[config.mk]
export PLATFORM = sky130hd
export DESIGN_NAME = cga_vram_arbiter
export DESIGN_NICKNAME = d
export VERILOG_FILES = /design/src/rtl/cga_vram_arbiter.sv
export SDC_FILE = /design/constraint.sdc
export NUM_CORES = 1
export LEC_CHECK = 0
export ABC_AREA = 1
export ABC_CLOCK_PERIOD_IN_PS = 2640
export CAP_MARGIN = 15
export CORE_MARGIN = 2
export CORE_UTILIZATION = 44
export CTS_CLUSTER_DIAMETER = 40
export DETAILED_ROUTE_END_ITERATION = 8
export PLACE_DENSITY = 0.85
export RECOVER_POWER = 50
export SYNTH_ARGS = -nofsm -noshare
export SYNTH_HDL_FRONTEND = slang
export SYNTH_SLANG_ARGS = --single-unit
[constraint.sdc]
create_clock -name clk -period 2.64 [get_ports clk]
set_input_delay 0.66 -clock clk [delete_from_list [all_inputs] [get_ports clk]]
set_output_delay 0.66 -clock clk [all_outputs]
set_load 0.02 [all_outputs]
[src/rtl/cga_vram_arbiter.sv]
`default_nettype none
// +--------------------------------------------------------------------------+
// | cga_vram_arbiter: CPU/display VRAM arbiter; CGA_SNOW_EN selects snow mode |
// | Revision: 1.0                                                             |
// +--------------------------------------------------------------------------+
module cga_vram_arbiter #(
  parameter int unsigned ACC_CYCLES = 2,
  parameter logic [3:0]  ADDR_HI    = 4'h0
) (
  input  logic        clk,
  input  logic        reset_l,
  input  logic        vram_read,
  input  logic [18:0] disp_addr,
  input  logic        cpu_cs,
  input  logic        bus_memr_l,
  input  logic        bus_memw_l,
  input  logic [14:0] cpu_addr,
  input  logic [7:0]  cpu_wdata,
  input  logic [7:0]  ram_d,
  output logic [18:0] ram_a,
  output logic        ram_we_l,
  output logic [7:0]  ram_dout,
  output logic [7:0]  cpu_rdata,
  output logic        bus_rdy,
  output logic        cpu_grant,
  output logic        snow
);

  typedef enum logic [1:0] {
    S_IDLE   = 2'd0,
    S_WAIT   = 2'd1,
    S_ACCESS = 2'd2,
    S_HOLD   = 2'd3
  } state_t;

  localparam logic [2:0] C_LAST_BEAT = 3'(ACC_CYCLES - 1);

  state_t      r_state;
  logic [2:0]  r_count;
  logic [1:0]  r_mr_sync;
  logic [1:0]  r_mw_sync;
  logic [14:0] r_addr;
  logic [7:0]  r_data;
  logic        r_write;

  logic w_mr_s;
  logic w_mw_s;
  logic w_abort;
  logic w_wait_go;
  logic w_own;

  // Strobes come straight off the ISA bus; sync resets to the idle (high) level.
  always_ff @(posedge clk or negedge reset_l) begin
    if (!reset_l) begin
      r_mr_sync <= 2'b11;
      r_mw_sync <= 2'b11;
    end else begin
      r_mr_sync <= {r_mr_sync[0], bus_memr_l};
      r_mw_sync <= {r_mw_sync[0], bus_memw_l};
    end
  end

  assign w_mr_s = r_mr_sync[1];
  assign w_mw_s = r_mw_sync[1];

`ifdef CGA_SNOW_EN
  // CPU always barges in; the display sees corrupted data ("snow") instead.
  assign w_abort   = 1'b0;
  assign w_wait_go = 1'b1;
  assign snow      = w_own & vram_read;
`else
  assign w_abort   = vram_read;
  assign w_wait_go = ~vram_read;
  assign snow      = 1'b0;
`endif

  // Ownership is combinational so a display fetch takes the RAM in the same cycle.
  assign w_own     = (r_state == S_ACCESS) & ~w_abort;
  assign cpu_grant = w_own;
  assign ram_a     = w_own ? {ADDR_HI, r_addr} : disp_addr;
  assign ram_we_l  = ~(w_own & r_write);
  assign ram_dout  = r_data;
  assign bus_rdy   = (r_state == S_IDLE) | (r_state == S_HOLD);

  always_ff @(posedge clk or negedge reset_l) begin
    if (!reset_l) begin
      r_state   <= S_IDLE;
      r_count   <= '0;
      r_addr    <= '0;
      r_data    <= '0;
      r_write   <= 1'b0;
      cpu_rdata <= 8'h00;
    end else begin
      unique case (r_state)
        S_IDLE: begin
          // Both strobes low at once is a bus fault; ignore it.
          if (cpu_cs && (w_mr_s ^ w_mw_s)) begin
            r_addr  <= cpu_addr;
            r_data  <= cpu_wdata;
            r_write <= ~w_mw_s;
            r_state <= S_WAIT;
          end
        end
        S_WAIT: begin
          if (w_wait_go) begin
            r_count <= '0;
            r_state <= S_ACCESS;
          end
        end
        S_ACCESS: begin
          if (w_abort) begin
            r_count <= '0;
            r_state <= S_WAIT;
          end else if (r_count == C_LAST_BEAT) begin
            if (!r_write) begin
              cpu_rdata <= ram_d;
            end
            r_state <= S_HOLD;
          end else begin
            r_count <= r_count + 3'd1;
          end
        end
        S_HOLD: begin
          // Wait for the strobe to go away so one strobe gives one access.
          if (w_mr_s && w_mw_s) begin
            r_state <= S_IDLE;
          end
        end
        default: r_state <= S_IDLE;
      endcase
    end
  end

endmodule
`default_nettype wire
# After elaboration in Yosys (flattened, before gate mapping)
# Cells that the tools add are included.
# totals
ff_bits,41
in_bits,56
output_inout_bits,39
wordCells,45
# classes
addsub,1
eq_ne,9
n_mux,11
n_bitwise,8
n_reduce_logical,8
# op_table
op,n
2-to-1 mux 19 bit,1
2-to-1 mux 2 bit,5
2-to-1 mux 3 bit,3
one-hot mux 2 bit (4 select lines),1
AND reduction 4 bit,2
one-hot mux 3 bit (2 select lines),1
"equality test 2 bit, second input constant",2
"!= test 2 x 1 -> 1 bit, second input constant",2
inverter 1 bit,4
"adder 3 x 1 -> 3 bit, second input constant",1
"equality test 3 x 1 -> 1 bit, second input constant",1
"!= test 3 x 2 -> 1 bit, second input constant",1
"!= test 3 bit, second input constant",1
AND reduction 3 bit,1
AND 1 bit,2
"equality test 2 x 1 -> 1 bit, second input constant",1
logical AND 1 bit,2
zero test 2 bit,1
"!= test 2 bit, second input constant",1
AND reduction 2 bit,1
nonzero test 2 bit,1
OR 1 bit,1
XOR 1 bit,1

# Logic depth before layout (Yosys ltp)
# logic_depth
depth_word,4
ltp_mapped,8
depth_no_buf,8

# Least setup slack after synthesis
# No wires, ideal clock.
# synth_timing
path_kind,register -> output
startpoint,reg r_state[0]
endpoint,out ram_a[11]
t_arrival_ns,1.328
required_time_ns,1.980
path_slack_ns,0.652
stages_incl_launch_ff,8
n_path_buf,1
path_cell_list,dfrtp_1 -> inv_1 -> ha_1 -> inv_1 -> nor2_2 -> buf_4 -> nand2_1 -> nand2_1
# synth_via
elab_chain_len,3
# synth_lines
element,line,source
"start, declared",38,state_t r_state;
"start signal, assigned",87,r_state <= S_IDLE;
"start signal, assigned",101,r_state <= S_WAIT;
"start signal, assigned",107,r_state <= S_ACCESS;
equality test 2 bit,78,assign w_own = (r_state == S_ACCESS) & ~w_abort;
AND 1 bit,78,
net cpu_grant,25,"output logic cpu_grant,"
2-to-1 mux 19 bit,80,"assign ram_a = w_own ? {ADDR_HI, r_addr} : disp_addr;"
"end, declared",20,"output logic [18:0] ram_a,"
# The timed path passes the listed nets, and every way through them passes these cells.

# Final worst setup path
# layout_timing
startpoint,in vram_read
endpoint,out ram_a[7]
# layout_via
elab_chain_len,3
# layout_lines
element,line,source
"start, declared",12,"input logic vram_read,"
inverter 1 bit (no line),n/a,
AND 1 bit,78,
2-to-1 mux 19 bit,80,
# No other way between the ends.

==> out/results.tsv <==
stage	metric	value	unit
outcome	run_status	complete, no violations	
sta	finalCritPeriodShare	0.9614	
min_path	worstHoldStart	r_mr_sync[0]	
cells_and_area	layout-drive-gt1-share	0.1089	
sta	hold_violations	0	
floorplan	die_y	72.23	µm
routing	wl_per_cell	11.70	µm
sta	finalSetupViolCount	0	
logic_synthesis	yosys.area_share.simple	0.2737	
logic_synthesis	syn_area	2048	µm²
power_and_ir_drop	power_frac_clock	0.183	
global_routing	grt.overflow.total	0	
logic_synthesis	ys_warn_count	0	
power_and_ir_drop	power_frac_seq	0.366	
placement	dpl.hpwl	3675	µm
cells_and_area	finalCoreUtilization	0.6973	
power_and_ir_drop	ir_drop	0.4488	mV
logic_synthesis	synthAdderAreaFrac	0.04887	
placement	placed_area	3030	µm²
routing	drt-initial-drc-count	61	
logic_synthesis	yosys.cell_types.count	25	
setup_path	cp-startpoint	vram_read	
floorplan	core	4414	µm²
setup_path	path_buf_inv	3	
setup_path	critPathMostFrequentCell	nand2_1	
power_and_ir_drop	power.switching	1.059	mW
routing	vias_per_cell	4.627	
routing	wirelength	4798	µm
flow_run	cap_violations	0	
setup_path	path_delay_family	buffers and inverters	
sta	clock_skew	4.485	ps
floorplan	die_x	72.23	µm
cells_and_area	diodes	0	
cts	postCtsSetupBuffers	0	
power_and_ir_drop	p_sw_frac	0.3805	
setup_path	cp.required	1980	ps
global_routing	grt_pass1_vias	1752	
global_routing	grt_first_pass_wirelength	7645	µm
floorplan	pin_count	95	
cells_and_area	final_cell_mix	106 x nand2_1, 69 x clkdlybuf4s50_1, 37 x inv_1, 37 x dfrtp_1, 25 x o21ai_0	
setup_path	slowest_stage	clkdlybuf4s50_1	
cts	cts-root-buf	clkbuf_8	
logic_synthesis	synth-compound-area-share	0.06597	
cells_and_area	layout.nets	421	
routing	vias	1897	
cts	clock_path_buffers	2	
power_and_ir_drop	p_leak	1.627	nW
power_and_ir_drop	power.internal	1.723	mW
cells_and_area	finalInstanceArea	3078	µm²
logic_synthesis	synth-seq-cells	41	
power_and_ir_drop	power.density	903.8	nW/µm²
sta	drv_slew	0	
logic_synthesis	synth_fp_nets	325	
placement	io_buffers	93	
cts	cts_buffers	5	
cells_and_area	final_common_cell	nand2_1	
global_routing	antenna_found_initial	0	
setup_path	worst_path_largest_cell_delay	490	ps
sta	fmax	394.0	MHz
setup_path	crit_type	input pin to primary output	
setup_path	cp_data_arrival_time	1880	ps
routing	antenna_left	0	
setup_path	crit_chain	clkdlybuf4s50_1 -> nor2_4 -> buf_12 -> nand2_1 -> nand2_1 -> clkdlybuf4s15_1	
sta	fin_crit	2538	ps
global_routing	grt_usage	0.1886	
cts	cts_max_level	2	
floorplan	fp-row-count	24	
logic_synthesis	syn_inst	261	
setup_path	end_kind	primary output	
global_routing	grt_max_degree	42	
cts	cts_tree	done	
cells_and_area	syn_to_final_growth	50.27	%
setup_path	r2r_start	r_state[0]	
sta	worst_pin_slew	1033	ps
logic_synthesis	seq_area_frac_synth	0.5034	
logic_synthesis	synthMuxAreaShare	0	
cts	clkSlewWorstSetupHoldPaths	70	ps
floorplan	dieArea	5216	µm²
cts	clk_latency	280	ps
sta	fin_tns_setup	0	ps
routing	dr.pass1.iters	5	
sta	rsz0062_at_grt	no	
cts	cts_sinks	41	
placement	place.gp.congestion	0.7851	
power_and_ir_drop	combPwrFrac	0.451	
setup_path	start_kind	input pin	
floorplan	initial_core_util	0.4640	
logic_synthesis	synth_xor_area_frac	0.004276	
setup_path	path_max_fanout	15	
logic_synthesis	syn_area_per_cell	7.848	µm²
min_path	hold_path_class	flop to flop	
logic_synthesis	synth_top_family_by_area	simple AND/OR/NAND/NOR gates	
routing	drc	0	
sta	relSlewSlack	0.3116	
-- synthesized netlist by cell type --
cell	count	area share
nand2_1	106	0.19
dfrtp_1	37	0.45
inv_1	37	0.068
o21ai_0	25	0.061
nand3_1	11	0.027
nor2_1	9	0.016
ha_1	8	0.049
buf_4	4	0.015
dfstp_2	4	0.051
buf_2	2	0.0049
clkbuf_1	2	0.0037
inv_2	2	0.0037
nand2_2	2	0.0061
a21oi_1	1	0.0024
buf_6	1	0.0055
clkinv_1	1	0.0018
conb_1	1	0.0018
nand2_4	1	0.0055
nand4_1	1	0.0031
nor2_2	1	0.0031
nor2_4	1	0.0055
nor2_8	1	0.0098
o21ai_1	1	0.0024
or2_2	1	0.0031
xnor2_1	1	0.0043
-- cells by family (layout without fill, tap and decap cells) --
| kind of cell | count (synthesis) | in the layout |
|---|---|---|
| fa+ha+maj | 8 | 8 |
| flops | 41 | 41 |
| simple gates | 134 | 134 |
| compound gates | 27 | 27 |
| buf+inv | 49 | 146 |
| xor+xnor | 1 | 1 |
| other cells | 1 | 1 |
-- metrics by stage --
step	hold slack [ps]	std cells	setup slack, ps	total power, mW
floorplan	345.2	261	651.6	1.752
global placement	347.0	402	-242.3	2.293
detailed placement	347.3	402	-281.7	2.336
CTS	358.0	410	3.317	2.821
global route	364.3	410	1.672	3.000
finish	356.9	410	101.8	2.782
-- repair_timing --
action,4_1_cts,5_1_grt
pin swaps,0,0
hold buffers,0,0
endpoints found under the setup margin,21,15
gates resized for setup,26,27
-- worst paths after layout --
| path | to | slack (ps) | cells past startpoint |
|---|---|---|---|
| max | ram_a[7] | 100 | 6 |
| min | r_mr_sync[1] | 360 | 0 |
| max reg2reg | r_addr[6] | 630 | 6 |
| min reg2reg | r_mr_sync[1] | 360 | 0 |
| max in group asynchronous | r_state[1] | 1570 | 1 |
| min in group asynchronous | cpu_rdata[3] | 500 | 1 |
-- sequential cells by signal (all words and copies together), names as in the netlist --
register	cells
ram_dout	8
cpu_rdata	8
r_state	2
r_count	3
r_mr_sync	2
r_write	1
r_addr	15
r_mw_sync	2
-- power groups by stage --
stage,combinational (mW),sequential (mW),clock [mW]
final,1.25,1.02,0.510
after global routing,1.39,1.06,0.555
after CTS,1.28,1.02,0.525
after detailed placement,1.31,1.03,0
after global placement,1.27,1.02,0
after floorplan,0.630,1.12,0
-- layout make-up --
cell class	instances	area, µm²
Fill cell	379	1336
Sequential cell	41	1031
Timing Repair Buffer	98	890.9
Multi-Input combinational cell	171	824.5
Inverter	40	150.1
Clock buffer	7	86.33
Tap cell	52	65.06
Clock inverter	1	30.03
-- routing by layer --
layer  wire [µm]  track usage  vias up  share of wire
met4          46      0.05031        0         0.0096
met2        2302       0.3374       79           0.48
met3         440      0.05694        7          0.092
met5           0            0        -              0
li1            -            -      972              -
met1        2008       0.2187      839           0.42
Power figures use the tool's default switching activity.
